## src/rtl/axis_frame_src_pkg.sv

```systemverilog
// Shared types and constants for the AXI4-Stream frame source.
package axis_frame_src_pkg;

  localparam int unsigned PAT_W  = 2;
  localparam int unsigned CNT_W  = 16;
  localparam int unsigned LFSR_W = 16;

  localparam logic [PAT_W-1:0] PAT_LINE10 = 2'd0;
  localparam logic [PAT_W-1:0] PAT_CONST  = 2'd1;
  localparam logic [PAT_W-1:0] PAT_COL    = 2'd2;
  localparam logic [PAT_W-1:0] PAT_LINE   = 2'd3;

  localparam logic [LFSR_W-1:0] LFSR_SEED = 16'hACE1;

  typedef enum logic [1:0] {
    S_IDLE   = 2'd0,
    S_ACTIVE = 2'd1,
    S_GAP    = 2'd2
  } state_t;

endpackage

```

## src/rtl/axis_frame_src_pat.sv

```systemverilog
// Combinational pixel generator: value of the pixel at (line, col) for a pattern.
module axis_frame_src_pat
  import axis_frame_src_pkg::*;
#(
  parameter int unsigned C_PIXEL_WIDTH = 8,
  parameter int unsigned C_RESO_WIDTH  = 10
) (
  input  logic [PAT_W-1:0]         i_pattern,
  input  logic [C_RESO_WIDTH-1:0]  i_line,
  input  logic [C_RESO_WIDTH-1:0]  i_col,
  input  logic [C_PIXEL_WIDTH-1:0] i_value,
  output logic [C_PIXEL_WIDTH-1:0] o_pixel_c
);

  localparam int unsigned PROD_W = C_RESO_WIDTH + 4;

  logic [PROD_W-1:0] w_line10;

  always_comb begin
    w_line10  = PROD_W'(i_line) * PROD_W'(10) + PROD_W'(i_col);
    o_pixel_c = '0;
    case (i_pattern)
      PAT_LINE10: o_pixel_c = C_PIXEL_WIDTH'(w_line10);
      PAT_CONST:  o_pixel_c = i_value;
      PAT_COL:    o_pixel_c = C_PIXEL_WIDTH'(i_col);
      PAT_LINE:   o_pixel_c = C_PIXEL_WIDTH'(i_line);
      default:    o_pixel_c = '0;
    endcase
  end

endmodule

```

## src/rtl/axis_frame_src.sv

```systemverilog
// AXI4-Stream video frame source (SOF on tuser, EOL on tlast).
// Optional source-side bubbles via LFSR when AXIS_FRAME_SRC_STALL_EN is defined.
module axis_frame_src
  import axis_frame_src_pkg::*;
#(
  parameter int unsigned C_PIXEL_WIDTH = 8,
  parameter int unsigned C_RESO_WIDTH  = 10,
  parameter int unsigned C_GAP_WIDTH   = 8
) (
  input  logic                     clk,
  input  logic                     resetn,
  input  logic                     enable,
  input  logic [C_RESO_WIDTH-1:0]  cfg_width,
  input  logic [C_RESO_WIDTH-1:0]  cfg_height,
  input  logic [PAT_W-1:0]         cfg_pattern,
  input  logic [C_PIXEL_WIDTH-1:0] cfg_value,
  input  logic [C_GAP_WIDTH-1:0]   cfg_gap,
  output logic                     m_axis_tvalid,
  output logic [C_PIXEL_WIDTH-1:0] m_axis_tdata,
  output logic                     m_axis_tuser,
  output logic                     m_axis_tlast,
  input  logic                     m_axis_tready,
  output logic                     busy,
  output logic                     frame_done,
  output logic [CNT_W-1:0]         frame_cnt
`ifdef AXIS_FRAME_SRC_STALL_EN
  ,
  input  logic                     stall_en
`endif
);

  state_t                   r_state, n_state;
  logic [C_RESO_WIDTH-1:0]  r_width, n_width, r_height, n_height;
  logic [PAT_W-1:0]         r_pattern, n_pattern;
  logic [C_PIXEL_WIDTH-1:0] r_value, n_value;
  logic [C_GAP_WIDTH-1:0]   r_gap, n_gap, r_gap_cnt, n_gap_cnt;
  logic [C_RESO_WIDTH-1:0]  r_col, n_col, r_line, n_line;
  logic                     r_tvalid, n_tvalid, r_tuser, n_tuser, r_tlast, n_tlast;
  logic [C_PIXEL_WIDTH-1:0] r_tdata, n_tdata;
  logic                     r_busy, n_busy, r_done, n_done;
  logic [CNT_W-1:0]         r_frame_cnt, n_frame_cnt;

  logic                     w_can_present;
  logic                     w_last_col, w_last_line;
  logic [C_RESO_WIDTH-1:0]  w_nx_col, w_nx_line, w_width_sel;
  logic [PAT_W-1:0]         w_pattern_sel;
  logic [C_PIXEL_WIDTH-1:0] w_value_sel, w_pix;

`ifdef AXIS_FRAME_SRC_STALL_EN
  logic [LFSR_W-1:0] r_lfsr;

  // Fibonacci LFSR, taps 16,14,13,11
  always_ff @(posedge clk or negedge resetn) begin
    if (!resetn) r_lfsr <= LFSR_SEED;
    else         r_lfsr <= {r_lfsr[14:0], r_lfsr[15] ^ r_lfsr[13] ^ r_lfsr[12] ^ r_lfsr[10]};
  end

  assign w_can_present = !stall_en || (r_lfsr[1:0] != 2'b00);
`else
  assign w_can_present = 1'b1;
`endif

  // Coordinates of the next beat to present; in IDLE the live config applies.
  always_comb begin
    w_width_sel   = (r_state == S_IDLE) ? cfg_width   : r_width;
    w_pattern_sel = (r_state == S_IDLE) ? cfg_pattern : r_pattern;
    w_value_sel   = (r_state == S_IDLE) ? cfg_value   : r_value;
    w_last_col    = (r_col  == r_width  - C_RESO_WIDTH'(1));
    w_last_line   = (r_line == r_height - C_RESO_WIDTH'(1));
    w_nx_col      = '0;
    w_nx_line     = '0;
    if (r_state == S_ACTIVE) begin
      if (!r_tvalid) begin
        w_nx_col  = r_col;
        w_nx_line = r_line;
      end else if (w_last_col) begin
        w_nx_col  = '0;
        w_nx_line = r_line + C_RESO_WIDTH'(1);
      end else begin
        w_nx_col  = r_col + C_RESO_WIDTH'(1);
        w_nx_line = r_line;
      end
    end
  end

  axis_frame_src_pat #(
    .C_PIXEL_WIDTH (C_PIXEL_WIDTH),
    .C_RESO_WIDTH  (C_RESO_WIDTH)
  ) u_pat (
    .i_pattern (w_pattern_sel),
    .i_line    (w_nx_line),
    .i_col     (w_nx_col),
    .i_value   (w_value_sel),
    .o_pixel_c (w_pix)
  );

  // Next-state and registered-output logic
  always_comb begin
    n_state     = r_state;
    n_width     = r_width;
    n_height    = r_height;
    n_pattern   = r_pattern;
    n_value     = r_value;
    n_gap       = r_gap;
    n_gap_cnt   = r_gap_cnt;
    n_col       = r_col;
    n_line      = r_line;
    n_tvalid    = r_tvalid;
    n_tdata     = r_tdata;
    n_tuser     = r_tuser;
    n_tlast     = r_tlast;
    n_done      = 1'b0;
    n_frame_cnt = r_frame_cnt;

    case (r_state)
      S_IDLE: begin
        if (enable && (cfg_width != '0) && (cfg_height != '0)) begin
          n_width   = cfg_width;
          n_height  = cfg_height;
          n_pattern = cfg_pattern;
          n_value   = cfg_value;
          n_gap     = cfg_gap;
          n_col     = '0;
          n_line    = '0;
          n_state   = S_ACTIVE;
          n_tvalid  = w_can_present;
          if (w_can_present) begin
            n_tdata = w_pix;
            n_tuser = 1'b1;
            n_tlast = (w_width_sel == C_RESO_WIDTH'(1));
          end
        end
      end
      S_ACTIVE: begin
        if (r_tvalid && m_axis_tready) begin
          if (w_last_col && w_last_line) begin
            n_tvalid    = 1'b0;
            n_tdata     = '0;
            n_tuser     = 1'b0;
            n_tlast     = 1'b0;
            n_done      = 1'b1;
            n_frame_cnt = r_frame_cnt + CNT_W'(1);
            n_col       = '0;
            n_line      = '0;
            n_gap_cnt   = r_gap;
            n_state     = (r_gap == '0) ? S_IDLE : S_GAP;
          end else begin
            n_col    = w_nx_col;
            n_line   = w_nx_line;
            n_tvalid = w_can_present;
            if (w_can_present) begin
              n_tdata = w_pix;
              n_tuser = (w_nx_col == '0) && (w_nx_line == '0);
              n_tlast = (w_nx_col == w_width_sel - C_RESO_WIDTH'(1));
            end
          end
        end else if (!r_tvalid && w_can_present) begin
          n_tvalid = 1'b1;
          n_tdata  = w_pix;
          n_tuser  = (w_nx_col == '0) && (w_nx_line == '0);
          n_tlast  = (w_nx_col == w_width_sel - C_RESO_WIDTH'(1));
        end
      end
      S_GAP: begin
        if (r_gap_cnt <= C_GAP_WIDTH'(1)) n_state   = S_IDLE;
        else                              n_gap_cnt = r_gap_cnt - C_GAP_WIDTH'(1);
      end
      default: n_state = S_IDLE;
    endcase

    n_busy = (n_state == S_ACTIVE);
  end

  always_ff @(posedge clk or negedge resetn) begin
    if (!resetn) begin
      r_state     <= S_IDLE;
      r_width     <= '0;
      r_height    <= '0;
      r_pattern   <= '0;
      r_value     <= '0;
      r_gap       <= '0;
      r_gap_cnt   <= '0;
      r_col       <= '0;
      r_line      <= '0;
      r_tvalid    <= 1'b0;
      r_tdata     <= '0;
      r_tuser     <= 1'b0;
      r_tlast     <= 1'b0;
      r_busy      <= 1'b0;
      r_done      <= 1'b0;
      r_frame_cnt <= '0;
    end else begin
      r_state     <= n_state;
      r_width     <= n_width;
      r_height    <= n_height;
      r_pattern   <= n_pattern;
      r_value     <= n_value;
      r_gap       <= n_gap;
      r_gap_cnt   <= n_gap_cnt;
      r_col       <= n_col;
      r_line      <= n_line;
      r_tvalid    <= n_tvalid;
      r_tdata     <= n_tdata;
      r_tuser     <= n_tuser;
      r_tlast     <= n_tlast;
      r_busy      <= n_busy;
      r_done      <= n_done;
      r_frame_cnt <= n_frame_cnt;
    end
  end

  assign m_axis_tvalid = r_tvalid;
  assign m_axis_tdata  = r_tdata;
  assign m_axis_tuser  = r_tuser;
  assign m_axis_tlast  = r_tlast;
  assign busy          = r_busy;
  assign frame_done    = r_done;
  assign frame_cnt     = r_frame_cnt;

endmodule

```

## config.mk

```make
export PLATFORM = sky130hd
export DESIGN_NAME = axis_frame_src
export DESIGN_NICKNAME = d
export VERILOG_FILES = /design/src/rtl/axis_frame_src_pkg.sv /design/src/rtl/axis_frame_src_pat.sv /design/src/rtl/axis_frame_src.sv
export SDC_FILE = /design/constraint.sdc
export NUM_CORES = 1
export LEC_CHECK = 0
export ABC_AREA = 0
export BUFFER_PORTS_ARGS = -buffer_cell sky130_fd_sc_hd__buf_2
export CAP_MARGIN = 10
export CELL_PAD_IN_SITES_DETAIL_PLACEMENT = 0
export CELL_PAD_IN_SITES_GLOBAL_PLACEMENT = 1
export CORE_MARGIN = 3
export CORE_UTILIZATION = 50
export CTS_BUF_LIST = sky130_fd_sc_hd__clkbuf_8
export DETAILED_ROUTE_END_ITERATION = 10
export PLACE_DENSITY = 0.93
export SETUP_SLACK_MARGIN = 0.5
export SYNTH_ARGS = -nofsm -noshare
export SYNTH_HDL_FRONTEND = slang
export SYNTH_SLANG_ARGS = --single-unit
```

## constraint.sdc

```tcl
create_clock -name clk -period 10.1 [get_ports clk]
set_clock_uncertainty 0.2 [all_clocks]
set_input_delay 0.505 -clock clk [delete_from_list [all_inputs] [get_ports clk]]
set_output_delay 0.505 -clock clk [all_outputs]
set_load 0.03 [all_outputs]
```

==> results.cfg <==
[place]
hpwl_mm = 13.9
gp_routability_congestion = 0.973
io_buffers = 70
cell_area_after_placement_um2 = 7310
place_inst = 1054

[yosys]
number_of_synthesized_flops_with_an_enable_pin = 0
netlist_top_cells_area = dfrtp_1 35%, nand2_1 9.4%, xnor2_1 6.2%
synth_cell_type_count = 69
synth-seq-cells = 97
synth.cells.most_frequent = 172 x nand2_1, 97 x dfrtp_1, 51 x nor2_1, 49 x xnor2_1, 45 x o21ai_0
async_reset_ff_share_pct = 100
synth.largest_area_cell = dfrtp_1
syn-num-nets = 917
synth-seq-area-share_pct = 35.3
postSynthCellCount = 851
synthMostInstantiatedCell = nand2_1
syn_area_um2 = 6870
synth_flop_cell = dfrtp_1
synth.avg_cell_area_um2 = 8.07
ys_warn_count = 0
synth_top_area_share_pct = 35.3

[global_routing]
grt_overflow = 0
grt_first_pass_wirelength_mm = 30.2
grt_max_degree = 73
via_count_of_the_first_global_routing_pass = 5824
gr-usage-all-layers_pct = 25.2
antenna_found_initial = 0

[clock_network]
cts_sinks = 97
cts-root-to-sink-buffers = 2
cts_resized = 0
clkSlewWorstSetupHoldPaths_ns = 0.12
ctsHoldBuffers = 1
cts-buffers-inserted = 9
tritoncts_clock_tree = built
clk_root_buffer_cell = clkbuf_8
clk-insertion-delay-late_ns = 0.40
post_cts.repair.setup_buffers = 0
cts_max_level = 3

[drt]
drtIter0Drc = 483
dr.pass1.iters = 5
detail_route.drc_violations = 0
via_per_inst = 5.88
detail-route-antenna-nets = 0
vias = 6300
routed_wl_mm = 18.5
avgRoutedWirePerCell_um = 17.3

[sta]
fmaxAchievable_mhz = 153
fin_tns_setup_ns = 0
shortest_period_the_worst_path_allows_ns = 6.52
hold_viol = 0
final_slew_viol_count = 0
least_margin_pin_slew_ns = 1.02
fin_crit_sh_pct = 64.5
setup-violations-final = 0
timing.slew.headroom_pct = 32.0
rsz_0062_raised_after_global_routing = false

[setup_path]
crit_chain = or4_1 -> or4_4 -> a2111oi_4 -> and3_1 -> nand3_1 -> nor3_1 -> xnor2_1 -> nor2_1 -> ha_1 -> ha_1 -> fa_1 -> ha_1 -> a21boi_0 -> o21a_1 -> nor2_1 -> xnor2_1 -> xnor2_1 -> nor4_1 -> a211oi_2
rr_worst_depth = 19
critPathCaptureType = register
timing.setup.critical_path_class = register to register
critPathSlowestCell = or4_1
critical_path.startpoint_type = register
crit_required_ns = 10.17
timing.critical_path.fanout_max = 20
worst_ep_arrival_time_ns = 6.59
critPathMaxStageDelay_ns = 0.64

[power]
leakagePower_nw = 3.44
ir_worst_vdd_v = 0.000100
powerDensity_nw_per_um2 = 208

[floorplanning]
chipHeight_um = 123
design.die.area_um2 = 15200
core_outline_area_um2 = 13300
horizontal_die_dimension_um = 123
floorplan.initialDensity_pct = 51.5
ios = 71
row_count = 42

[cells_and_area]
final_cell_area_um2 = 7530
antenna_cells = 0
net_count_reported_at_finish = 956
fillers = 1276
final_cell_count_no_fill = 1071
area_delta_synth_final_pct = 9.54
final_core_utilization_pct = 56.4
layout-drive-gt1-share_pct = 12.7

[status]
outcome = complete, no violations

[flow_run]
drv.max_cap_violation_count = 0

[hold_path]
worstHoldPathCells = 3
hold_path_class = input pin to register
[cells in the final DEF (no fill, tap or decap), drive strengths merged, types with 3 or more instances in the layout]
cell    synthesis  final
o41ai           3      3
mux2i          17     17
o31ai          15     15
nand2         172    172
a32o            3      3
o211ai          6      6
nor2b          10     10
clkbuf         39      9
a21oi          39     39
o21ai          47     47
o31a            5      5
nor3           27     27
nor2           51     51
or4             4      4
and3           16     16
or2             4      4
o22ai          10     10
buf            13     79
inv            29     34
nor3b           5      5
dfrtp          97     97
nand3          23     23
mux2            3      3
a31oi           7      7
and2            8      8
a21o            7      7
nand2b          8      8
ha             22     22
a22o            5      5
xor2           19     19
xnor2          49     49
a211oi          6      6
nand4          20     20
o22a            3      3
or3            11     11
nor4           13     13
[report_power, final]
group	switching, W	leakage [nW]	internal, W	total [W]
Clock	0.000158	0.108	0.000120	0.000278
Sequential	0.000117	1.25	0.000481	0.000599
Combinational	0.000413	2.08	0.000278	0.000691
Total	0.000689	3.44	0.000879	0.00157
[critical path, delay by kind of cell, from the launching register on]
kind / cells / cell delay (ns)
simple gates: 8 / 3.01
compound gates: 4 / 0.84
fa+ha+maj: 4 / 1.31
xor+xnor: 3 / 0.50
flops: 1 / 0.50
[flip-flops by register name, summed over array words and instances (netlist names)]
signal         count
busy               1
frame_cnt         16
frame_done         1
m_axis_tdata       8
m_axis_tlast       1
m_axis_tuser       1
m_axis_tvalid      1
r_col             10
r_gap              8
r_gap_cnt          8
r_height          10
r_line            10
r_pattern          2
r_state            2
r_value            8
r_width           10
[per-layer routing]
metal,share of wire (%),vias to the layer above,track usage [%]
li1,-,3092,-
met1,47,2981,35.9
met2,45,202,38.6
met3,5.9,25,4.99
met4,2.4,0,7.68
met5,0,-,0
[worst paths after layout]
| kind | start | endpoint | slack, ns |
|---|---|---|---|
| max in group asynchronous | resetn | r_value[2] | 8.09 |
| hold reg to reg | frame_cnt[15] | frame_cnt[15] | 0.27 |
| setup reg to reg | r_width[2] | m_axis_tdata[7] | 3.58 |
| hold / removal | cfg_gap[0] | r_gap[0] | 0.09 |
| min in group asynchronous | resetn | r_width[2] | 0.37 |
| setup / recovery | r_width[2] | m_axis_tdata[7] | 3.58 |
[metrics by stage]
step	setup slack (ns)	power (W)	hold slack [ns]
floorplan	4.58	0.00111	0.00941
finish	3.58	0.00157	0.0938
global placement	3.82	0.00128	0.250
detailed placement	3.73	0.00129	0.249
CTS	3.66	0.00157	0.0785
global route	3.15	0.00169	0.0819
[area by class of cell]
cell class	instances	area (µm²)	area share [%]
tap	176	220	2.93
clock buffer	9	124	1.65
timing repair buffer	80	430	5.72
inverter	30	113	1.50
sequential	97	2430	32.2
multi-input combinational	672	4130	54.9
clock inverter	7	83.8	1.11
[cell families after synthesis]
kind of cell               share of synthesized area [%]
buffers and inverters                               4.66
DFF                                                 35.3
AOI/OAI and AO/OA                                   17.6
adders and majority gates                           4.59
and+or+nand+nor                                     26.2
xor gates and xnor gates                            8.67
muxes                                               2.97
Note: power is estimated with default switching activity, not from simulation.
